File: src/rtl/pid_wr_master.sv
// Write-bus initiator for the PID channel filters: assembles 6-word host frames
// into single-channel or broadcast register writes and rejects malformed frames.
module pid_wr_master #(
  parameter int N_CHAN    = 20,
  parameter int W_WR_ADDR = 16,
  parameter int W_WR_CHAN = 5,
  parameter int W_WR_DATA = 49,
  parameter int TIMEOUT   = 1024,
  parameter int W_ERR     = 8
) (
  input  logic                 clk_in,
  input  logic                 rst_in,
  input  logic                 pipe_valid,
  input  logic [15:0]          pipe_data,
  output logic                 pipe_ready,
  output logic                 wr_en,
  output logic [W_WR_ADDR-1:0] wr_addr,
  output logic [W_WR_CHAN-1:0] wr_chan,
  output logic [W_WR_DATA-1:0] wr_data,
  output logic                 busy,
  output logic [W_ERR-1:0]     err_count
);

  typedef enum logic [1:0] {IDLE, CHAN, DATA, ISSUE} state_e;

  localparam int GW = $clog2(TIMEOUT + 1);
  localparam logic [W_WR_CHAN-1:0] LAST_CHAN = W_WR_CHAN'(N_CHAN - 1);
  localparam logic [GW-1:0] GAP_LAST = GW'(TIMEOUT - 1);

  state_e               state_q;
  logic [W_WR_ADDR-1:0] addr_q;
  logic [W_WR_CHAN-1:0] chan_q;
  logic                 bcast_q;
  logic [1:0]           cnt_q;
  logic [47:0]          data_q;
  logic [GW-1:0]        gap_q;
  logic                 wr_en_q;
  logic [W_WR_ADDR-1:0] wr_addr_q;
  logic [W_WR_CHAN-1:0] wr_chan_q;
  logic [W_WR_DATA-1:0] wr_data_q;
  logic [W_ERR-1:0]     err_q;

  logic                 accept;
  logic                 chan_ok;
  logic                 timeout_hit;
  logic [63:0]          full_data;
  logic [W_ERR-1:0]     err_d;
  logic                 unused_data_bits;

  assign pipe_ready  = !rst_in && (state_q != ISSUE);
  assign accept      = pipe_valid && pipe_ready;
  assign busy        = (state_q != IDLE);
  assign full_data   = {pipe_data, data_q};
  assign chan_ok     = bcast_q || ({{(32-W_WR_CHAN){1'b0}}, chan_q} < 32'(N_CHAN));
  assign timeout_hit = (gap_q == GAP_LAST);
  assign err_d       = (err_q == '1) ? err_q : err_q + 1'b1;
  assign unused_data_bits = ^full_data;

  assign wr_en     = wr_en_q;
  assign wr_addr   = wr_addr_q;
  assign wr_chan   = wr_chan_q;
  assign wr_data   = wr_data_q;
  assign err_count = err_q;

  // Frame assembly, inter-word timeout and write issue share one state register;
  // data words shift in from the top so w2 ends up least significant.
  always_ff @(posedge clk_in) begin
    if (rst_in) begin
      state_q   <= IDLE;
      addr_q    <= '0;
      chan_q    <= '0;
      bcast_q   <= 1'b0;
      cnt_q     <= '0;
      data_q    <= '0;
      gap_q     <= '0;
      wr_en_q   <= 1'b0;
      wr_addr_q <= '0;
      wr_chan_q <= '0;
      wr_data_q <= '0;
      err_q     <= '0;
    end else begin
      case (state_q)
        IDLE: begin
          gap_q <= '0;
          if (accept) begin
            addr_q  <= pipe_data[W_WR_ADDR-1:0];
            state_q <= CHAN;
          end
        end
        CHAN: begin
          if (accept) begin
            chan_q  <= pipe_data[W_WR_CHAN-1:0];
            bcast_q <= pipe_data[15];
            cnt_q   <= '0;
            gap_q   <= '0;
            state_q <= DATA;
          end else if (timeout_hit) begin
            gap_q   <= '0;
            err_q   <= err_d;
            state_q <= IDLE;
          end else begin
            gap_q <= gap_q + 1'b1;
          end
        end
        DATA: begin
          if (accept) begin
            gap_q  <= '0;
            cnt_q  <= cnt_q + 2'd1;
            data_q <= {pipe_data, data_q[47:16]};
            if (cnt_q == 2'd3) begin
              if (chan_ok) begin
                wr_en_q   <= 1'b1;
                wr_addr_q <= addr_q;
                wr_chan_q <= bcast_q ? '0 : chan_q;
                wr_data_q <= full_data[W_WR_DATA-1:0];
                state_q   <= ISSUE;
              end else begin
                err_q   <= err_d;
                state_q <= IDLE;
              end
            end
          end else if (timeout_hit) begin
            gap_q   <= '0;
            err_q   <= err_d;
            state_q <= IDLE;
          end else begin
            gap_q <= gap_q + 1'b1;
          end
        end
        ISSUE: begin
          gap_q <= '0;
          // A broadcast walks wr_chan itself as the channel index.
          if (bcast_q && (wr_chan_q != LAST_CHAN)) begin
            wr_chan_q <= wr_chan_q + 1'b1;
          end else begin
            wr_en_q <= 1'b0;
            state_q <= IDLE;
          end
        end
        default: state_q <= IDLE;
      endcase
    end
  end

endmodule

File: config.mk
export PLATFORM = sky130hd
export DESIGN_NAME = pid_wr_master
export DESIGN_NICKNAME = d
export VERILOG_FILES = /design/src/rtl/pid_wr_master.sv
export SDC_FILE = /design/constraint.sdc
export NUM_CORES = 1
export LEC_CHECK = 0
export BUFFER_PORTS_ARGS = -buffer_cell sky130_fd_sc_hd__buf_2
export CORE_ASPECT_RATIO = 0.5
export CORE_MARGIN = 3
export CORE_UTILIZATION = 50
export CTS_BUF_LIST = sky130_fd_sc_hd__clkbuf_8
export DETAILED_ROUTE_END_ITERATION = 10
export HOLD_SLACK_MARGIN = 0.03
export PLACE_DENSITY = 0.73
export SLEW_MARGIN = 10
export SYNTH_ARGS = -nofsm -noshare
export SYNTH_HDL_FRONTEND = slang
export SYNTH_SLANG_ARGS = --single-unit
export TNS_END_PERCENT = 1
File: constraint.sdc
create_clock -name clk_in -period 3.9 [get_ports clk_in]
set_input_delay 0.78 -clock clk_in [delete_from_list [all_inputs] [get_ports clk_in]]
set_output_delay 0.78 -clock clk_in [all_outputs]
set_load 0.05 [all_outputs]
==> impl_metrics.json <==
{
  "postSynthCellCount": 775,
  "leakagePower_uw": 0.00267,
  "synth_warnings": 0,
  "dp_slack_ns": 1.21,
  "drive_gt1_frac": 0.178,
  "grt_max_degree": 111,
  "clock_path_buffers": 2,
  "area_growth_pct": 16.7,
  "cts-resized-gates": 0,
  "finalMaxSlewViolations": 0,
  "synth-seq-cells": 164,
  "clk_latency_ns": 0.45,
  "rsz0062_at_grt": "false",
  "drc": 0,
  "routed_wl_um": 14300,
  "avgSynthCellArea_um2": 7.94,
  "cts.sinks": 164,
  "syn_nets": 798,
  "max_freq_mhz": 356,
  "syn_area_mm2": 0.00615,
  "cts_hold_repair.buffers": 0,
  "finalNetCount": 875,
  "ctsHtreeMaxLevel": 4,
  "ir_worst_vdd_mv": 0.187,
  "drtIter0Drc": 371,
  "gr-total-overflow": 0,
  "place_inst": 992,
  "root_buffer": "clkbuf_8",
  "setup_viol_count_final": 0,
  "worstHoldPathType": "reg -> reg",
  "cp_max_fo": 11,
  "cts_setup_buffers": 0,
  "met1_length_um": 6850,
  "critPathArrivalTime_ns": 2.03,
  "seq_area_frac_synth": 0.534,
  "power.density_mw_per_mm2": 439,
  "initial_core_util": 0.536,
  "dpl-instance-area_mm2": 0.00674,
  "dp_hpwl_um": 9430,
  "synthArstFlopShare": 0,
  "drtAntennaViolNets": 0,
  "worst-setup-path-type": "reg -> out",
  "num_io_pins": 100,
  "maxCapViolCount": 0,
  "cp-start-kind": "flop",
  "gp_congestion": 0.831,
  "cts_buffers": 17,
  "wl_met3_um": 774,
  "dieArea_mm2": 0.0138,
  "r2r_slack_ns": 1.52,
  "firstDrtPassIters": 5,
  "endpoint_kind": "primary output",
  "worst_slew_pin_slew_ns": 1.09,
  "tritoncts": "yes",
  "final_hold_viol_count": 0,
  "dr.max_layer_used": "met4",
  "grt_pass1_wl_um": 23500,
  "die_y_um": 84.4,
  "period_needed_ns": 2.81,
  "final_area_mm2": 0.00718,
  "max-slew-margin-rel": 0.273,
  "vias": 5405,
  "fin_crit_sh": 0.719,
  "grt_pass1_vias": 4910,
  "num-fill-cells": 1044,
  "rows": 27,
  "yosysUniqueCellTypes": 47,
  "outcome": "finished, final reports clean",
  "fp.coreArea_mm2": 0.0115,
  "vias_per_cell": 5.28,
  "stdcell_count": 1024,
  "ys.flop_type": "dfxtp_1",
  "setup_ws_ns": 1.09,
  "wl_per_cell_um": 13.9,
  "antenna_found_initial": 0,
  "setup_tns_ns": 0,
  "path_clk_slew_ns": 0.09,
  "io_buffers": 99,
  "antenna_cells": 0,
  "met2_length_um": 6540,
  "skew_ns": 0.0117,
  "die_x_um": 163,
  "required_ns": 3.12,
  "track_usage": 0.208,
  "synth_edf_count": 0,
  "fin_hold_ws_ns": 0.453
}
==> through the flow <==
step / util / power, uW
4_1_cts: 0.625 / 3170
6_report: 0.625 / 3150
3_3_place_gp: 0.587 / 1840
3_5_place_dp: 0.587 / 1840
5_1_grt: 0.625 / 3260
2_1_floorplan: - / 1810
==> metal layers <==
metal  vias up  GRT usage
li1       2718          -
met1      2536      0.290
met2       136      0.327
met3        15     0.0552
met4         0     0.0460
met5         -          0
==> cells by family after synthesis <==
kind of cell,Yosys count,share of synthesized area
flops,164,0.534
xor+xnor,8,0.0114
mux,3,0.00508
fa+ha+maj,4,0.00814
compound gates,177,0.158
simple gates,366,0.250
buf+inv,53,0.0338
==> critical path, stage by stage (launching register included) <==
cell and delay (ns):
dfxtp_1 0.55, inv_1 0.13, nor2_1 0.57, nor2_1 0.10
buf_2 0.24
==> sequential cells by signal, summed over array words and instances (netlist names), 2 cells and up <==
name       flops
addr_q        16
chan_q         5
cnt_q          2
data_q        48
err_count      8
gap_q         11
state_q        2
wr_addr       16
wr_chan        5
wr_data       49
==> cell type report <==
class,count,area (um^2),area share
Clock buffer,20,275,0.0383
Tap cell,159,199,0.0277
Clock inverter,12,168,0.0233
Inverter,6,22.5,0.00314
Sequential cell,164,3280,0.457
Multi-Input combinational cell,558,2670,0.371
Timing Repair Buffer,105,568,0.0791
==> report_power, final <==
part	leakage [uW]	switching (uW)	total (uW)	internal, uW
combinational	0.00113	79.8	109	28.7
clock	0.000214	649	1350	696
sequential	0.00132	11.0	1700	1690
total	0.00267	740	3150	2410
==> cell usage in the layout (no fill, tap or decap), types with 3 or more instances in the layout <==
cell          n
a211oi_1      4
nand2_1     289
nand3_1      10
nand2b_1      5
buf_4         5
ha_1          4
buf_2        98
clkinv_4      3
nor3b_1       3
bufinv_16     3
or4_1         3
clkinvlp_4    3
nand2b_2      3
dfxtp_1     164
nand4_1       3
nor2_1       30
inv_1         6
clkbuf_8     20
xor2_1        6
a21oi_1     150
and3_1        3
o31ai_1       4
==> Yosys cell counts (2+ instances only) <==
| master | n | area, um^2 |
|---|---|---|
| a31oi_1 | 2 | 12.5 |
| and2b_1 | 2 | 15.0 |
| nor3_1 | 2 | 10.0 |
| and3_1 | 3 | 18.8 |
| nor3b_1 | 3 | 22.5 |
| ha_1 | 4 | 50.1 |
| nand2_1 | 290 | 1090 |
| o21ai_0 | 2 | 10.0 |
| a22oi_1 | 2 | 15.0 |
| nor2b_1 | 2 | 12.5 |
| nand2b_1 | 5 | 31.3 |
| a21oi_1 | 150 | 751 |
| nor2_1 | 30 | 113 |
| a211oi_1 | 4 | 30.0 |
| nor4_4 | 2 | 42.5 |
| o2111ai_1 | 2 | 17.5 |
| nor4_1 | 2 | 12.5 |
| o31ai_1 | 4 | 30.0 |
| xnor2_1 | 2 | 17.5 |
| xor2_1 | 6 | 52.6 |
| clkbuf_1 | 31 | 116 |
| nand2b_2 | 3 | 26.3 |
| buf_1 | 9 | 33.8 |
| or4_1 | 3 | 22.5 |
| mux2i_1 | 2 | 20.0 |
| nand3_1 | 10 | 50.1 |
| inv_1 | 6 | 22.5 |
| buf_2 | 7 | 35.0 |
| a311oi_1 | 2 | 17.5 |
| dfxtp_1 | 164 | 3280 |
| nand4_1 | 3 | 18.8 |
==> path summary, 6_finish.rpt <==
path / end / start / cells after the start
worst max-delay path: pipe_ready / state_q[1]$_SDFFE_PP0P_ / 4
worst min-delay path: wr_data[34]$_SDFFE_PP0P_ / wr_data[34]$_SDFFE_PP0P_ / 2
worst max register to register: wr_data[24]$_SDFFE_PP0P_ / state_q[1]$_SDFFE_PP0P_ / 6
worst min register to register: wr_data[34]$_SDFFE_PP0P_ / wr_data[34]$_SDFFE_PP0P_ / 2
(Power assumes the default switching activity.)
